**src/rtl/video_pkg.sv**
```systemverilog
// Shared types and constants for the video memory fetch path.
package video_pkg;

  localparam int VRAM_AW     = 14;
  localparam int DEF_TIMEOUT = 15;

  typedef enum logic [1:0] {
    IDLE = 2'd0,
    VRD  = 2'd1,
    CWR  = 2'd2
  } fetch_state_t;

endpackage

```
**src/rtl/vram_fetch_if.sv**
```systemverilog
// Video, CPU and memory-side signals of the VRAM fetch arbiter.
interface vram_fetch_if
  import video_pkg::*;
#(
  parameter int AW = VRAM_AW
);

  logic [AW-1:0] vid_addr;
  logic [15:0]   vid_data;

  logic          cpu_req;
  logic [AW-1:0] cpu_addr;
  logic [15:0]   cpu_din;
  logic [1:0]    cpu_wtbt;
  logic          cpu_ack;

  logic [AW-1:0] mem_addr;
  logic          mem_rd;
  logic          mem_wr;
  logic [1:0]    mem_be;
  logic [15:0]   mem_dout;
  logic [15:0]   mem_din;
  logic          mem_ack;

  logic          err;

  // master: the fetch/arbiter block; slave: the video stage, CPU and memory around it
  modport master (
    input  vid_addr, cpu_req, cpu_addr, cpu_din, cpu_wtbt, mem_din, mem_ack,
    output vid_data, cpu_ack, mem_addr, mem_rd, mem_wr, mem_be, mem_dout, err
  );

  modport slave (
    output vid_addr, cpu_req, cpu_addr, cpu_din, cpu_wtbt, mem_din, mem_ack,
    input  vid_data, cpu_ack, mem_addr, mem_rd, mem_wr, mem_be, mem_dout, err
  );

endinterface

```
**src/rtl/byte_merge.sv**
```systemverilog
// Per-byte merge of a new 16-bit word into an old one under a 2-bit byte enable.
module byte_merge (
  input  logic [15:0] old_data,
  input  logic [15:0] new_data,
  input  logic [1:0]  be,
  output logic [15:0] merged
);

  generate
    for (genvar gi = 0; gi < 2; gi++) begin : g_byte
      assign merged[gi*8 +: 8] = be[gi] ? new_data[gi*8 +: 8] : old_data[gi*8 +: 8];
    end
  endgenerate

endmodule

```
**src/rtl/vram_fetch.sv**
```systemverilog
// Arbitrates one single-port VRAM between video reads (priority) and CPU writes,
// holding the last fetched video word and keeping it coherent with CPU writes.
module vram_fetch
  import video_pkg::*;
#(
  parameter int AW      = VRAM_AW,
  parameter int TIMEOUT = DEF_TIMEOUT
) (
  input logic          clk_sys,
  input logic          reset,
  vram_fetch_if.master bus
);

  localparam int TW = $clog2(TIMEOUT + 1);

  fetch_state_t  state_reg;
  logic          pend_vid_reg;
  logic [AW-1:0] req_addr_reg;
  logic [AW-1:0] fetched_addr_reg;
  logic [TW-1:0] timer_reg;
  logic          cpu_arm_reg;
  logic          cpu_pend_reg;

  logic [15:0]   vid_data_reg;
  logic [AW-1:0] mem_addr_reg;
  logic          mem_rd_reg;
  logic          mem_wr_reg;
  logic [1:0]    mem_be_reg;
  logic [15:0]   mem_dout_reg;
  logic          cpu_ack_reg;
  logic          err_reg;

  logic          vid_changed;
  logic [AW-1:0] rd_addr_next;
  logic          expired;
  logic [15:0]   merged;

  assign vid_changed  = (bus.vid_addr != fetched_addr_reg) && (state_reg != VRD);
  // A change seen this very cycle is newer than the latched request address
  assign rd_addr_next = vid_changed ? bus.vid_addr : req_addr_reg;
  assign expired      = (timer_reg == TW'(TIMEOUT - 1));

  byte_merge u_merge (
    .old_data (vid_data_reg),
    .new_data (mem_dout_reg),
    .be       (mem_be_reg),
    .merged   (merged)
  );

  always_ff @(posedge clk_sys or posedge reset) begin
    if (reset) begin
      state_reg        <= IDLE;
      pend_vid_reg     <= 1'b1;
      req_addr_reg     <= '1;
      fetched_addr_reg <= '1;
      timer_reg        <= '0;
      cpu_arm_reg      <= 1'b1;
      cpu_pend_reg     <= 1'b0;
      vid_data_reg     <= '0;
      mem_addr_reg     <= '0;
      mem_rd_reg       <= 1'b0;
      mem_wr_reg       <= 1'b0;
      mem_be_reg       <= '0;
      mem_dout_reg     <= '0;
      cpu_ack_reg      <= 1'b0;
      err_reg          <= 1'b0;
    end else begin
      cpu_ack_reg <= 1'b0;

      if (vid_changed) begin
        pend_vid_reg <= 1'b1;
        req_addr_reg <= bus.vid_addr;
      end

      // One accepted request per rising level of cpu_req
      if (!bus.cpu_req) begin
        cpu_arm_reg  <= 1'b1;
        cpu_pend_reg <= 1'b0;
      end else if (cpu_arm_reg) begin
        cpu_arm_reg  <= 1'b0;
        cpu_pend_reg <= 1'b1;
      end

      case (state_reg)
        IDLE: begin
          timer_reg <= '0;
          if (pend_vid_reg) begin
            state_reg    <= VRD;
            mem_addr_reg <= rd_addr_next;
            mem_rd_reg   <= 1'b1;
          end else if (cpu_pend_reg && bus.cpu_req && !cpu_ack_reg) begin
            cpu_pend_reg <= 1'b0;
            if (bus.cpu_wtbt == 2'b00) begin
              cpu_ack_reg <= 1'b1;
            end else begin
              state_reg    <= CWR;
              mem_addr_reg <= bus.cpu_addr;
              mem_dout_reg <= bus.cpu_din;
              mem_be_reg   <= bus.cpu_wtbt;
              mem_wr_reg   <= 1'b1;
            end
          end
        end

        VRD: begin
          if (bus.mem_ack) begin
            vid_data_reg     <= bus.mem_din;
            fetched_addr_reg <= mem_addr_reg;
            pend_vid_reg     <= 1'b0;
            mem_rd_reg       <= 1'b0;
            state_reg        <= IDLE;
          end else if (expired) begin
            // pend_vid stays set so the read is retried from IDLE
            mem_rd_reg <= 1'b0;
            err_reg    <= 1'b1;
            state_reg  <= IDLE;
          end else begin
            timer_reg <= timer_reg + 1'b1;
          end
        end

        CWR: begin
          if (bus.mem_ack) begin
            mem_wr_reg  <= 1'b0;
            cpu_ack_reg <= 1'b1;
            state_reg   <= IDLE;
            if (mem_addr_reg == fetched_addr_reg) begin
              vid_data_reg <= merged;
            end
          end else if (expired) begin
            mem_wr_reg  <= 1'b0;
            cpu_ack_reg <= 1'b1;
            err_reg     <= 1'b1;
            state_reg   <= IDLE;
          end else begin
            timer_reg <= timer_reg + 1'b1;
          end
        end

        default: begin
          state_reg  <= IDLE;
          mem_rd_reg <= 1'b0;
          mem_wr_reg <= 1'b0;
        end
      endcase
    end
  end

  assign bus.vid_data = vid_data_reg;
  assign bus.mem_addr = mem_addr_reg;
  assign bus.mem_rd   = mem_rd_reg;
  assign bus.mem_wr   = mem_wr_reg;
  assign bus.mem_be   = mem_be_reg;
  assign bus.mem_dout = mem_dout_reg;
  assign bus.cpu_ack  = cpu_ack_reg;
  assign bus.err      = err_reg;

endmodule

```
**src/flat_wrapper.sv**
```systemverilog
// flat-port wrapper written by rule: the top's interface ports become plain ports
module vram_fetch_flat import video_pkg::*;
#(
  parameter int AW      = VRAM_AW,
  parameter int TIMEOUT = DEF_TIMEOUT
)
  (clk_sys, reset, bus_vid_addr, bus_cpu_req, bus_cpu_addr, bus_cpu_din, bus_cpu_wtbt, bus_mem_din, bus_mem_ack, bus_vid_data, bus_cpu_ack, bus_mem_addr, bus_mem_rd, bus_mem_wr, bus_mem_be, bus_mem_dout, bus_err);
  vram_fetch_if #(.AW(AW)) bus_i ();
  input logic clk_sys;
  input logic reset;
  input wire logic [$bits(bus_i.vid_addr)-1:0] bus_vid_addr;
  input wire logic [$bits(bus_i.cpu_req)-1:0] bus_cpu_req;
  input wire logic [$bits(bus_i.cpu_addr)-1:0] bus_cpu_addr;
  input wire logic [$bits(bus_i.cpu_din)-1:0] bus_cpu_din;
  input wire logic [$bits(bus_i.cpu_wtbt)-1:0] bus_cpu_wtbt;
  input wire logic [$bits(bus_i.mem_din)-1:0] bus_mem_din;
  input wire logic [$bits(bus_i.mem_ack)-1:0] bus_mem_ack;
  output wire logic [$bits(bus_i.vid_data)-1:0] bus_vid_data;
  output wire logic [$bits(bus_i.cpu_ack)-1:0] bus_cpu_ack;
  output wire logic [$bits(bus_i.mem_addr)-1:0] bus_mem_addr;
  output wire logic [$bits(bus_i.mem_rd)-1:0] bus_mem_rd;
  output wire logic [$bits(bus_i.mem_wr)-1:0] bus_mem_wr;
  output wire logic [$bits(bus_i.mem_be)-1:0] bus_mem_be;
  output wire logic [$bits(bus_i.mem_dout)-1:0] bus_mem_dout;
  output wire logic [$bits(bus_i.err)-1:0] bus_err;
  assign bus_i.vid_addr = bus_vid_addr;
  assign bus_i.cpu_req = bus_cpu_req;
  assign bus_i.cpu_addr = bus_cpu_addr;
  assign bus_i.cpu_din = bus_cpu_din;
  assign bus_i.cpu_wtbt = bus_cpu_wtbt;
  assign bus_i.mem_din = bus_mem_din;
  assign bus_i.mem_ack = bus_mem_ack;
  assign bus_vid_data = bus_i.vid_data;
  assign bus_cpu_ack = bus_i.cpu_ack;
  assign bus_mem_addr = bus_i.mem_addr;
  assign bus_mem_rd = bus_i.mem_rd;
  assign bus_mem_wr = bus_i.mem_wr;
  assign bus_mem_be = bus_i.mem_be;
  assign bus_mem_dout = bus_i.mem_dout;
  assign bus_err = bus_i.err;
  vram_fetch #(.AW(AW), .TIMEOUT(TIMEOUT)) u_core (.clk_sys(clk_sys), .reset(reset), .bus(bus_i));
endmodule
```
**config.mk**
```make
export PLATFORM = sky130hd
export DESIGN_NAME = vram_fetch_flat
export DESIGN_NICKNAME = d
export VERILOG_FILES = /design/src/rtl/video_pkg.sv /design/src/rtl/vram_fetch_if.sv /design/src/rtl/byte_merge.sv /design/src/rtl/vram_fetch.sv /design/src/flat_wrapper.sv
export SDC_FILE = /design/constraint.sdc
export NUM_CORES = 1
export LEC_CHECK = 0
export BUFFER_PORTS_ARGS = -buffer_cell sky130_fd_sc_hd__buf_4
export CAP_MARGIN = 20
export CORE_UTILIZATION = 57
export CTS_CLUSTER_SIZE = 8
export DETAILED_ROUTE_END_ITERATION = 10
export PLACE_DENSITY = 0.86
export SLEW_MARGIN = 30
export SYNTH_ARGS = -nofsm -noshare
export SYNTH_HDL_FRONTEND = slang
export SYNTH_SLANG_ARGS = --single-unit
```
**constraint.sdc**
```tcl
create_clock -name clk_sys -period 6.6 [get_ports clk_sys]
set_input_delay 0.33 -clock clk_sys [delete_from_list [all_inputs] [get_ports clk_sys]]
set_output_delay 0.33 -clock clk_sys [all_outputs]
set_load 0.005 [all_outputs]
```
==> flow_summary.yaml <==
sta:
  tightestPinTransition_ns: 0.836
  fin_ws_ns: 3.88
  min_period_ns: 2.72
  relSlewSlack_pct: 44.2
  min_period_over_period_pct: 41.2
  totalNegativeSetupSlack_ns: 0
  hold_viol: 0
  finalSetupViolCount: 0
  slew_viol_final: 0
  max_freq_mhz: 368
  fin_skew_ns: 0.0171
  rsz0062_at_grt: "false"
logic_synthesis:
  synth.area.top_cells: "dfrtp_1 33%, dfstp_2 18%, mux2_2 12%"
  syn-mean-instance-area_sq_um: 11.9
  yosys.area_share.simple_pct: 11.4
  yosysTopAreaCell: "dfrtp_1"
  synth_xor_area_share_pct: 5.55
  synth-seq-cells: 89
  async_flop_share_pct: 100
  synth_compound_area_share_pct: 15.9
  synth_top_family_by_area: "compound AO/OA/AOI/OAI gates"
  yosys.cell_types.count: 38
  yosysWarnings: 0
  synth_edf_count: 0
  synthFlopType: "dfrtp_1"
  synth_top_area_share_pct: 33.4
  syn_area_sq_um: 4420
  synthMuxAreaShare_pct: 11.7
  ys_seq_area_share_pct: 51.2
  synthAdderAreaFrac_pct: 1.70
  syn_nets: 445
  synthCells: 373
worst_hold_path:
  min_to: "u_core.cpu_arm_reg"
  hold_depth: 2
  hp-class: "primary input to register"
  worstHoldStart: "bus_cpu_req"
global_route:
  grt_pass1_wl_microns: 19400
  grt_overflow_total: 0
  grt_use_total_pct: 30.4
  grt_pass1_vias: 3744
  grt_max_degree: 60
  grt_antenna_before_repair: 0
floorplanning:
  initial_core_util_pct: 60.0
  die_w_microns: 90.1
  ios: 118
  dieArea_sq_um: 8110
  die_h_microns: 90.1
  core_area_sq_um: 7370
  num_rows: 31
cts:
  htree_levels: 3
  cts_sinks: 89
  insertion_delay_ns: 0.37
  cts-root-buf: "clkbuf_8"
  postCtsSetupBuffers: 0
  clkTransAtPathRegs_ns: 0.09
  cts_tree: "done"
  cts_inserted_buffers: 9
  clock_path_buffers: 2
route:
  via_count: 3696
  post_drt_wl_per_cell_microns: 20.0
  drt_iter0_markers: 344
  drt-total-wl_microns: 11800
  drtAntennaViolNets: 0
  drc_errors: 0
  viasPerCell: 6.26
  drt-pass1-iter-count: 6
critical_path:
  worstPathRequired_ns: 6.89
  critPathKind: "register to register"
  cp-start-kind: "register"
  crit_path_end_kind: "register"
  reg2reg_slack_ns: 3.88
  crit-reg2reg-launch: "u_core.state_reg[0]"
  reg2regPathDepth: 6
  r2r-end: "u_core.bus.vid_data[3]"
  cp_data_arrival_time_ns: 3.01
  critical_path_peak_fanout: 22
pwr:
  power_density_nw_per_um2: 461
  p_leak_nw: 2.59
  ir_worst_vdd_v: 0.000225
placed_design:
  place_ws_ns: 3.73
  dp_hpwl_microns: 8070
  gp_congestion: 0.841
  port_buffers: 117
finish:
  antenna_cells: 0
  syn_to_final_growth_pct: 26.5
  drive_above_1_share_pct: 46.0
  nets: 558
  post-route-util_pct: 75.9
outcome:
  status: "finished clean"
run:
  cap_violations: 0
cells in the mapped netlist (all sizes together) (2+ instances only):
cell type,instances
dfrtp,59
mux2,46
dfstp,30
and3,29
a221o,27
nand2,26
o21ai,21
a222oi,16
clkbuf,15
xnor2,14
xor2,14
nor2,12
a21oi,9
a22o,6
buf,6
ha,6
inv,6
and2,5
nand4,5
nand2b,4
nor4,4
nor3,2
power breakdown:
group / internal [W] / switching [W]
Sequential: 0.000851 / 0.000253
Clock: 0.000179 / 0.000197
Combinational: 0.000614 / 0.000485
Total: 0.00164 / 0.000935
critical path, cell delays in order (launching register included):
cell and delay, ns:
dfrtp_1 0.42, inv_1 0.12, ha_1 0.72, o21ai_2 0.40, nor2_2 0.66, a222oi_1 0.17, o21ai_0 0.14
logic make-up (layout without fill, tap and decap cells):
kind of cell / Yosys count / count (layout)
DFF: 89 / 89
buffers and inverters: 27 / 145
and+or+nand+nor: 90 / 90
muxes: 46 / 46
adders and majority gates: 6 / 6
AOI/OAI and AO/OA: 87 / 87
xor gates and xnor gates: 28 / 28
layer usage:
layer  track usage [%]  vias up  part of all wire (%)
li1                  -     1647                     -
met1              40.7     1811                    41
met2              49.0      216                    49
met3              6.26       22                   8.2
met4              11.2        0                   1.8
met5                 0        -                     0
layout make-up:
class / count / area, sq um
Tap cell: 99 / 124
Multi-Input combinational cell: 257 / 2050
Clock buffer: 13 / 179
Inverter: 6 / 23.8
Fill cell: 503 / 1780
Clock inverter: 3 / 21.3
Timing Repair Buffer: 123 / 926
Sequential cell: 89 / 2260
metrics by stage:
stage	cells	instance area (sq um)	hold WS, ns	power [W]
3_5_place_dp	573	5380	0.395	0.00218
2_1_floorplan	373	4420	0.356	0.00173
6_report	590	5590	0.0726	0.00258
3_3_place_gp	573	5370	0.381	0.00213
4_1_cts	590	5590	0.0626	0.00257
5_1_grt	590	5590	0.0675	0.00272
layout by cell type (no fill, tap or decap), drive strengths merged, types with 2 or more instances in the layout:
| master | netlist | layout |
|---|---|---|
| o21ai | 21 | 21 |
| inv | 6 | 6 |
| nor2 | 12 | 12 |
| buf | 6 | 122 |
| a221o | 27 | 27 |
| dfrtp | 59 | 59 |
| a222oi | 16 | 16 |
| nor4 | 4 | 4 |
| a22o | 6 | 6 |
| a21oi | 9 | 9 |
| xnor2 | 14 | 14 |
| ha | 6 | 6 |
| clkinv | 0 | 2 |
| mux2 | 46 | 46 |
| and3 | 29 | 29 |
| nand2 | 26 | 26 |
| nand2b | 4 | 4 |
| xor2 | 14 | 14 |
| dfstp | 30 | 30 |
| nand4 | 5 | 5 |
| nor3 | 2 | 2 |
| clkbuf | 15 | 13 |
| and2 | 5 | 5 |
how the worst max path moves through the flow:
| stage | from | to | slack, ns | cells after the start |
|---|---|---|---|---|
| floorplan | reset | u_core.bus.cpu_ack | 4.01 | 1 |
| global placement | u_core.state_reg[0] | u_core.bus.vid_data[8] | 3.66 | 6 |
| detailed placement | u_core.state_reg[0] | u_core.bus.vid_data[2] | 3.73 | 6 |
| CTS | u_core.state_reg[0] | u_core.bus.vid_data[4] | 3.70 | 6 |
| global route | u_core.state_reg[0] | u_core.bus.vid_data[11] | 3.73 | 6 |
| finish | u_core.state_reg[0] | u_core.bus.vid_data[3] | 3.88 | 6 |
what timing repair did:
item                                    4_1_cts  5_1_grt
hold buffers                                  1        0
gates resized for setup                       0        0
endpoints found under the hold margin         2        0
endpoints found under the setup margin        0        0
No activity file was read; power rests on OpenSTA's default activity.
